==> src/rtl/approx_mult_err_monitor.sv <==
// Error-metric collector for an 8x8 approximate multiplier: ED = |x*y - z| statistics over a window.
// Optional squared-ED accumulator is built when the macro ERR_SQ_EN is defined.
module approx_mult_err_monitor #(
  parameter int CNT_W = 16,
  parameter int SUM_W = 32
) (
  input  logic             clk,
  input  logic             rst,
  input  logic             start,
  input  logic [CNT_W-1:0] num_samples,
  input  logic             in_valid,
  output logic             in_ready,
  input  logic [7:0]       x,
  input  logic [7:0]       y,
  input  logic [15:0]      z,
  output logic             busy,
  output logic             done,
  output logic [SUM_W-1:0] sum_ed,
  output logic [15:0]      max_ed,
  output logic [CNT_W-1:0] err_cnt,
  output logic             overflow,
  output logic [31:0]      sum_sq,
  output logic [1:0]       state_dbg
);

  // Handshake: a sample moves when in_valid && in_ready at a rising clk edge;
  // in_ready depends only on registered state, never on in_valid.
  typedef enum logic [1:0] {S_IDLE, S_RUN, S_DRAIN, S_DONE} state_t;

  state_t           state_q, state_d;
  logic [CNT_W-1:0] num_q, num_d;
  logic [CNT_W-1:0] acc_q, acc_d;
  logic             s1_valid_q, s1_valid_d;
  logic [15:0]      s1_prod_q, s1_prod_d;
  logic [15:0]      s1_z_q, s1_z_d;
  logic             s2_valid_q, s2_valid_d;
  logic [15:0]      s2_ed_q, s2_ed_d;
  logic [SUM_W-1:0] sum_ed_q, sum_ed_d;
  logic [15:0]      max_ed_q, max_ed_d;
  logic [CNT_W-1:0] err_cnt_q, err_cnt_d;
  logic             overflow_q, overflow_d;
  logic             in_ready_q, in_ready_d;
  logic             busy_q, busy_d;
  logic             done_q, done_d;
  logic             accept;
  logic [16:0]      diff;
  logic [SUM_W:0]   sum_ext;
`ifdef ERR_SQ_EN
  logic [31:0]      s2_sq_q, s2_sq_d;
  logic [31:0]      sum_sq_q, sum_sq_d;
  logic [32:0]      sq_ext;
`endif

  assign accept = in_valid && in_ready_q;

  always_comb begin
    state_d    = state_q;
    num_d      = num_q;
    acc_d      = acc_q;
    sum_ed_d   = sum_ed_q;
    max_ed_d   = max_ed_q;
    err_cnt_d  = err_cnt_q;
    overflow_d = overflow_q;
    s1_prod_d  = s1_prod_q;
    s1_z_d     = s1_z_q;
    sum_ext    = '0;
`ifdef ERR_SQ_EN
    sum_sq_d   = sum_sq_q;
    sq_ext     = '0;
`endif

    // Stage 1: exact product
    s1_valid_d = accept;
    if (accept) begin
      s1_prod_d = 16'(x) * 16'(y);
      s1_z_d    = z;
    end

    // Stage 2: error distance; z above the exact product gives a negative 17-bit diff
    s2_valid_d = s1_valid_q;
    diff       = {1'b0, s1_prod_q} - {1'b0, s1_z_q};
    s2_ed_d    = diff[16] ? (s1_z_q - s1_prod_q) : diff[15:0];
`ifdef ERR_SQ_EN
    s2_sq_d    = {16'b0, s2_ed_d} * {16'b0, s2_ed_d};
`endif

    // Stage 3: statistics
    if (s2_valid_q) begin
      sum_ext = {1'b0, sum_ed_q} + {{(SUM_W + 1 - 16){1'b0}}, s2_ed_q};
      if (sum_ext[SUM_W]) begin
        sum_ed_d   = '1;
        overflow_d = 1'b1;
      end else begin
        sum_ed_d = sum_ext[SUM_W-1:0];
      end
      if (s2_ed_q > max_ed_q) max_ed_d = s2_ed_q;
      if (s2_ed_q != 16'd0) err_cnt_d = err_cnt_q + CNT_W'(1);
`ifdef ERR_SQ_EN
      sq_ext = {1'b0, sum_sq_q} + {1'b0, s2_sq_q};
      if (sq_ext[32]) begin
        sum_sq_d   = '1;
        overflow_d = 1'b1;
      end else begin
        sum_sq_d = sq_ext[31:0];
      end
`endif
    end

    case (state_q)
      S_IDLE, S_DONE: begin
        if (start) begin
          num_d      = num_samples;
          acc_d      = '0;
          sum_ed_d   = '0;
          max_ed_d   = '0;
          err_cnt_d  = '0;
          overflow_d = 1'b0;
`ifdef ERR_SQ_EN
          sum_sq_d   = '0;
`endif
          state_d    = (num_samples == '0) ? S_DONE : S_RUN;
        end
      end
      S_RUN: begin
        if (accept) begin
          acc_d = acc_q + CNT_W'(1);
          if (acc_d == num_q) state_d = S_DRAIN;
        end
      end
      S_DRAIN: begin
        if (!s1_valid_q && !s2_valid_q) state_d = S_DONE;
      end
      default: state_d = S_IDLE;
    endcase

    in_ready_d = (state_d == S_RUN) && (acc_d < num_d);
    busy_d     = (state_d == S_RUN) || (state_d == S_DRAIN);
    done_d     = (state_d == S_DONE);
  end

  always_ff @(posedge clk or posedge rst) begin
    if (rst) begin
      state_q    <= S_IDLE;
      num_q      <= '0;
      acc_q      <= '0;
      s1_valid_q <= 1'b0;
      s1_prod_q  <= '0;
      s1_z_q     <= '0;
      s2_valid_q <= 1'b0;
      s2_ed_q    <= '0;
      sum_ed_q   <= '0;
      max_ed_q   <= '0;
      err_cnt_q  <= '0;
      overflow_q <= 1'b0;
      in_ready_q <= 1'b0;
      busy_q     <= 1'b0;
      done_q     <= 1'b0;
`ifdef ERR_SQ_EN
      s2_sq_q    <= '0;
      sum_sq_q   <= '0;
`endif
    end else begin
      state_q    <= state_d;
      num_q      <= num_d;
      acc_q      <= acc_d;
      s1_valid_q <= s1_valid_d;
      s1_prod_q  <= s1_prod_d;
      s1_z_q     <= s1_z_d;
      s2_valid_q <= s2_valid_d;
      s2_ed_q    <= s2_ed_d;
      sum_ed_q   <= sum_ed_d;
      max_ed_q   <= max_ed_d;
      err_cnt_q  <= err_cnt_d;
      overflow_q <= overflow_d;
      in_ready_q <= in_ready_d;
      busy_q     <= busy_d;
      done_q     <= done_d;
`ifdef ERR_SQ_EN
      s2_sq_q    <= s2_sq_d;
      sum_sq_q   <= sum_sq_d;
`endif
    end
  end

  assign in_ready  = in_ready_q;
  assign busy      = busy_q;
  assign done      = done_q;
  assign sum_ed    = sum_ed_q;
  assign max_ed    = max_ed_q;
  assign err_cnt   = err_cnt_q;
  assign overflow  = overflow_q;
  assign state_dbg = state_q;
`ifdef ERR_SQ_EN
  assign sum_sq    = sum_sq_q;
`else
  assign sum_sq    = 32'd0;
`endif

endmodule

==> config.mk <==
export PLATFORM = sky130hd
export DESIGN_NAME = approx_mult_err_monitor
export DESIGN_NICKNAME = d
export VERILOG_FILES = /design/src/rtl/approx_mult_err_monitor.sv
export SDC_FILE = /design/constraint.sdc
export NUM_CORES = 1
export LEC_CHECK = 0
export CELL_PAD_IN_SITES_DETAIL_PLACEMENT = 1
export CELL_PAD_IN_SITES_GLOBAL_PLACEMENT = 1
export CORE_MARGIN = 2
export CORE_UTILIZATION = 40
export CTS_CLUSTER_DIAMETER = 30
export DETAILED_ROUTE_END_ITERATION = 7
export PLACE_DENSITY_LB_ADDON = 0.1
export SLEW_MARGIN = 25
export SYNTH_ARGS = -nofsm -noshare
export SYNTH_HDL_FRONTEND = slang
export SYNTH_SLANG_ARGS = --single-unit
==> constraint.sdc <==
create_clock -name clk -period 6.45 [get_ports clk]
set_clock_uncertainty 0.2 [all_clocks]
set_input_delay 0.9675 -clock clk [delete_from_list [all_inputs] [get_ports clk]]
set_output_delay 0.9675 -clock clk [all_outputs]
set_load 0.01 [all_outputs]
==> flow_summary.yaml, run 1 <==
yosys:
  post_synthesis_adder_cell_area_fraction: 0.188
  dominant_combinational_cell_family_by_area_after_synthesis: "adder cells"
  yosys_most_used_dff: "dfrtp_1"
  number_of_enable_flip_flop_cells_after_synthesis: 0
  post_synth_and_or_nand_nor_area_fraction: 0.165
  synth_area_per_cell_um2: 8.95
  yosysSeqAreaShare: 0.313
  synth_mux_area_frac: 0.0206
  xor_and_xnor_fraction_of_the_mapped_netlist_area: 0.0490
  yosys_register_bits: 152
  synth_warnings: 0
  post_synth_num_cell_types: 81
  post_synth_instance_area_um2: 12200
  synth_cells: 1358
  synth_async_sr_flop_share: 1.00
  synth-compound-area-share: 0.187
grt:
  grt_remaining_overflow: 0
  grtUsageMet2: 0.356
  total_grt_usage: 0.209
  antenna_found_initial: 3
  use_met3: 0.0256
  global_route_wire_length_before_repair_um: 53300
  grt_start_max_net_pins: 94
  first_global_vias: 10400
  grt_most_used_layer: "met2"
  groute.layer.met1.usage: 0.281
floorplan:
  core_region_area_um2: 29800
  design.die.area_um2: 31800
  core.rowCount: 63
  chipWidth_um: 178
  io-pin-count: 154
  start_util: 0.408
  dieHeight_um: 178
detailed_routing:
  via_per_inst: 5.38
  routed_wirelength_um: 32000
  drt.antenna.violating_nets: 0
  wire_per_inst_um: 17.2
  dr.pass1.iters: 4
  routed-via-count: 10000
  drc: 0
  detailedRoute.firstIterationViolations: 531
sta:
  timing_hold_violations_final: 0
  period_needed_ns: 5.39
  fin_tns_setup_ns: 0
  final-setup-viol-count: 0
  period_share: 0.836
  maxSlewViolCount: 0
  rsz0062_at_grt: "false"
  worst_slew_pin_slew_ns: 0.942
  post-route-worst-setup-slack_ns: 1.06
  timing.max_slew.rel_slack: 0.371
  fmax_mhz: 185
clocking:
  htree_num_levels: 4
  tritoncts_num_sinks: 152
  postCtsSetupBuffers: 0
  cts_resized: 0
  holdBufCountCts: 0
  clk_pin_slew_ns: 0.07
  clk-insertion-delay-late_ns: 0.44
  cts-root-to-sink-buffers: 2
  cts_inserted_buffers: 17
  root_buffer: "clkbuf_16"
  tritoncts: "done"
critical_path:
  cp_num_cells: 15
  worst-r2r-setup-slack_ns: 2.76
  timing.critical_path.slowest_cell_delay_ns: 0.55
  critical_path.most_common_cell: "fa_1"
  worstPathCellList: "clkdlybuf4s50_1, and2_1, fa_1, fa_1, inv_1, fa_1, fa_1, inv_1, ha_1, o21a_1, o21ai_0, a211oi_1, o31ai_1, xnor2_1, o21ai_0"
  cp-start-kind: "input pin"
  timing.reg2reg.worst_path_depth: 13
  cp-end-kind: "flip-flop"
  cpMaxStageDelayCell: "fa_1"
  path_buf_inv: 3
  critical_path_peak_fanout: 8
  cp.arrival_ns: 5.50
  r2r_end: "in_ready"
  reg2reg_from: "state_dbg[0]"
  critPathLaunch: "y[4]"
  timing.critical_path.max_delay_family: "adder cells"
  cp_data_required_time_ns: 6.56
  crit_path_end: "s1_prod_q[15]"
  crit_type: "input pin to flip-flop"
placement:
  gp_congestion: 0.847
  portbufs: 121
  pre_cts_ws_ns: 0.575
  numPlacedInstances: 1827
  detailed_place_hpwl_um: 24600
  placed_cell_area_um2: 13600
finish:
  layout_commonest_cell: "dfrtp_1"
  final_cell_mix: "dfrtp_1, inv_1, clkdlybuf4s50_1"
  drive_above_1_share: 0.0442
  final-instance-count-excl-fill: 1859
  fin_nets: 1667
  antenna-diode-count: 0
  stdcell_area_um2: 14200
  areaGrowthSynthToFinish_pct: 16.8
power_and_ir_drop:
  total_leakage_power_nw: 6.71
  irDropWorstVdd_v: 0.000174
  power_density_nw_per_um2: 178
job:
  maxCapViolations: 0
outcome:
  status: "finished, final reports clean"
min_path:
  worst_hold_path_type: "flip-flop to flip-flop"
## cells in the mapped netlist, types with 3 or more instances
| library cell | instances | area (µm²) |
|---|---|---|
| xnor2_1 | 35 | 307 |
| a31oi_1 | 28 | 175 |
| a221oi_1 | 4 | 35.0 |
| o21ai_0 | 116 | 581 |
| buf_2 | 9 | 45.0 |
| o2111ai_1 | 6 | 52.6 |
| nand2_1 | 103 | 387 |
| a22o_1 | 6 | 52.6 |
| a41oi_1 | 3 | 26.3 |
| a211oi_1 | 13 | 97.6 |
| nor3_1 | 22 | 110 |
| o211ai_1 | 4 | 30.0 |
| and2_1 | 58 | 363 |
| clkbuf_1 | 32 | 120 |
| mux2i_1 | 25 | 250 |
| o21a_1 | 15 | 113 |
| and3_1 | 15 | 93.8 |
| inv_1 | 133 | 499 |
| a2111oi_0 | 5 | 43.8 |
| a21o_1 | 21 | 158 |
| a31o_2 | 5 | 43.8 |
| nor2b_1 | 13 | 81.3 |
| or3_1 | 13 | 81.3 |
| a211o_1 | 3 | 26.3 |
| o31ai_1 | 11 | 82.6 |
| nand2b_1 | 18 | 113 |
| xor2_1 | 33 | 289 |
| nor2_1 | 60 | 225 |
| o41ai_1 | 5 | 43.8 |
| dfrtp_1 | 152 | 3800 |
| fa_1 | 39 | 781 |
| buf_4 | 33 | 248 |
| ha_1 | 120 | 1500 |
| nor4_1 | 11 | 68.8 |
| a21oi_1 | 75 | 375 |
| nand3_1 | 38 | 190 |
| a311oi_1 | 6 | 52.6 |
| and4_1 | 5 | 43.8 |
| nand4_1 | 15 | 93.8 |
## registers in the layout, summed over array words and instances, names as in the netlist, 2 cells and up
name and cells:
sum_ed 32, acc_q 16, err_cnt 16, max_ed 16
num_q 16, s1_prod_q 16, s1_z_q 16, s2_ed_q 16
state_dbg 2
## cell families after synthesis
family,after synthesis
compound gates,352
xor+xnor,68
fa+ha+maj,159
buf+inv,212
flops,152
mux,25
other cells,1
simple gates,389
## area by class of cell
| class | count | area [µm²] |
|---|---|---|
| tap | 390 | 488 |
| sequential | 152 | 3800 |
| inverter | 133 | 504 |
| clock inverter | 13 | 171 |
| clock buffer | 19 | 443 |
| multi-input combinational | 1025 | 7530 |
| fill | 3488 | 15600 |
| timing repair buffer | 127 | 1260 |
## how the worst min path moves through the flow
stage,startpoint,cells after the start,slack (ns),endpoint
2_1_floorplan,s1_valid_q,0,0.15,s2_valid_q
3_3_place_gp,s1_valid_q,0,0.16,s2_valid_q
3_5_place_dp,s1_valid_q,0,0.16,s2_valid_q
4_1_cts,s1_valid_q,0,0.18,s2_valid_q
5_1_grt,s1_valid_q,0,0.19,s2_valid_q
6_report,s1_valid_q,0,0.18,s2_valid_q
## routing by layer
layer	share of wire	wire length, µm
met4	0.016	513
met3	0.031	991
met2	0.48	15300
met1	0.47	15200
met5	0.0010	32
## worst reg2reg max path: cells and delay by family, from the launching register on
kind | cells | cell delay [ns]
flip-flops | 1 | 0.43
AND/OR/NAND/NOR | 1 | 0.24
adder cells (fa/ha/maj) | 2 | 0.71
buffers and inverters | 2 | 0.30
AO/OA/AOI/OAI | 8 | 1.75
## power by group
| part | switching [mW] | leakage (nW) | internal (mW) | total, mW |
|---|---|---|---|---|
| logic | 0.281 | 4.72 | 0.224 | 0.505 |
| clock network | 0.441 | 0.299 | 0.625 | 1.07 |
| registers | 0 | 1.69 | 0.953 | 0.953 |
## stage by stage
step	util	total power [mW]	hold slack [ns]
after floorplan	-	1.36	0.154
after global placement	0.456	1.47	0.160
after detailed placement	0.456	1.48	0.162
after CTS	0.476	2.56	0.178
after global routing	0.476	2.68	0.186
final	0.476	2.52	0.175
Note: power is estimated with default switching activity, not from simulation.
==> run 2: changes to the inputs <==
==> constraint.sdc (replaced) <==
create_clock -name clk -period 5.5 [get_ports clk]
set_clock_uncertainty 0.2 [all_clocks]
set_input_delay 0.825 -clock clk [delete_from_list [all_inputs] [get_ports clk]]
set_output_delay 0.825 -clock clk [all_outputs]
set_load 0.01 [all_outputs]
==> run 2 against run 1 <==
Via count grew 2.4%. Final area grew 1.7%. Power grew 22%. Hold slack gained 0.00086 ns. Routed wire length grew 1.2%. Clock power grew 23%. Highest routed layer unchanged.
==> flow_summary.yaml, run 2 (synthesis results as in run 1) <==
clocking:
  cts-root-to-sink-buffers: 2
  clk-insertion-delay-late_ns: 0.45
  holdBufCountCts: 0
  clk_pin_slew_ns: 0.07
  root_buffer: "clkbuf_16"
  tritoncts: "done"
  cts_inserted_buffers: 17
  cts_resized: 0
  tritoncts_num_sinks: 152
  htree_num_levels: 4
  postCtsSetupBuffers: 0
critical_path:
  cp-end-kind: "flip-flop"
  crit_type: "input pin to flip-flop"
  cp_data_required_time_ns: 5.62
  timing.critical_path.max_delay_family: "adder cells"
  cp-start-kind: "input pin"
  critical_path_peak_fanout: 5
  critical_path.most_common_cell: "fa_1"
  cpMaxStageDelayCell: "fa_1"
  cp.arrival_ns: 5.24
  path_buf_inv: 3
  worstPathCellList: "clkdlybuf4s50_1, and2_1, fa_1, fa_1, fa_1, inv_1, fa_1, inv_1, ha_1, or2_2, a21oi_1, nand2b_1, a211oi_1, o31ai_1, xnor2_1, o21ai_0"
  timing.critical_path.slowest_cell_delay_ns: 0.58
finish:
  largest_register_ffs: 32
  filler_cell_count: 3446
  fin_nets: 1694
  drive_above_1_share: 0.0615
  final_cell_mix: "dfrtp_1, inv_1, clkdlybuf4s50_1"
  layout_commonest_cell: "dfrtp_1"
  stdcell_area_um2: 14400
  final-instance-count-excl-fill: 1887
  areaGrowthSynthToFinish_pct: 18.8
power_and_ir_drop:
  power_density_nw_per_um2: 213
  total_leakage_power_nw: 6.86
  irDropWorstVdd_v: 0.000225
  power.total_mw: 3.08
sta:
  worst_slew_pin_slew_ns: 1.02
  period_share: 0.931
  fin_tns_setup_ns: 0
  rsz0062_at_grt: "false"
  timing_hold_violations_final: 0
  period_needed_ns: 5.12
  timing.max_slew.rel_slack: 0.321
  final-setup-viol-count: 0
  post-route-worst-setup-slack_ns: 0.377
  maxSlewViolCount: 0
  fmax_mhz: 195
detailed_routing:
  wire_per_inst_um: 17.2
  via_per_inst: 5.43
  drt.antenna.violating_nets: 0
  drc: 0
  detailedRoute.firstIterationViolations: 482
  routed-via-count: 10200
  dr.pass1.iters: 5
  routed_wirelength_um: 32400
min_path:
  worst_hold_path_type: "flip-flop to flip-flop"
grt:
  antenna_found_initial: 4
  first_global_vias: 10600
  use_met3: 0.0354
  groute.layer.met1.usage: 0.280
  global_route_wire_length_before_repair_um: 54200
  grtUsageMet2: 0.362
  grt_most_used_layer: "met2"
  total_grt_usage: 0.213
  grt_start_max_net_pins: 85
  grt_remaining_overflow: 0
floorplan:
  core_region_area_um2: 29800
  start_util: 0.408
  chipWidth_um: 178
  io-pin-count: 154
  design.die.area_um2: 31800
  dieHeight_um: 178
  core.rowCount: 63
placement:
  placed_cell_area_um2: 13800
  detailed_place_hpwl_um: 25300
  numPlacedInstances: 1854
  portbufs: 121
  gp_congestion: 0.842
  pre_cts_ws_ns: -0.158
job:
  maxCapViolations: 0
outcome:
  status: "finished, final reports clean"
[run 2: power breakdown]
group / internal (mW) / total [mW] / switching (mW)
Sequential: 1.12 / 1.12 / 0
Clock: 0.785 / 1.32 / 0.538
Combinational: 0.301 / 0.639 / 0.339
Total: 2.20 / 3.08 / 0.877
[run 2: per-stage QoR]
step | utilization | hold slack (ns)
floorplan | - | 0.154
global placement | 0.463 | 0.157
detailed placement | 0.463 | 0.164
CTS | 0.484 | 0.180
global route | 0.484 | 0.187
finish | 0.484 | 0.176
[run 2: layer usage]
| layer | up-vias | wire (µm) |
|---|---|---|
| met4 | 6 | 494 |
| li1 | 4949 | - |
| met3 | 38 | 941 |
| met2 | 152 | 15500 |
| met5 | - | 40 |
| met1 | 5098 | 15400 |
[run 2: worst paths after layout]
check                      startpoint       endpoint  slack, ns  cells after the start
setup / recovery                 y[4]  s1_prod_q[15]       0.38                     16
hold / removal             s1_valid_q     s2_valid_q       0.18                      0
setup reg to reg             acc_q[0]       in_ready       1.82                     13
hold reg to reg            s1_valid_q     s2_valid_q       0.18                      0
max in group asynchronous         rst      sum_ed[7]       3.38                      3
min in group asynchronous         rst     err_cnt[3]       0.71                      2
[run 2: worst register-to-register path: stages, from the launching register on]
cell	delay, ns
dfrtp_1	0.48
ha_1	0.34
nand4_1	0.24
nor4b_1	0.38
o32ai_1	0.14
a22oi_1	0.19
o2111ai_1	0.15
nor4b_2	0.55
o21ai_0	0.33
ha_1	0.30
nand2b_1	0.08
a21oi_1	0.04
o21ai_0	0.08
a21oi_1	0.06
[run 2: layout make-up]
type	count	area, µm²	area share
flip-flops and latches	152	3800	0.264
clock buffers	18	439	0.0304
clock inverters	14	210	0.0146
well taps	390	488	0.0338
inverters	133	504	0.0349
repair buffers	154	1460	0.101
diodes	1	2.50	0.000173
multi-input cells	1025	7530	0.522
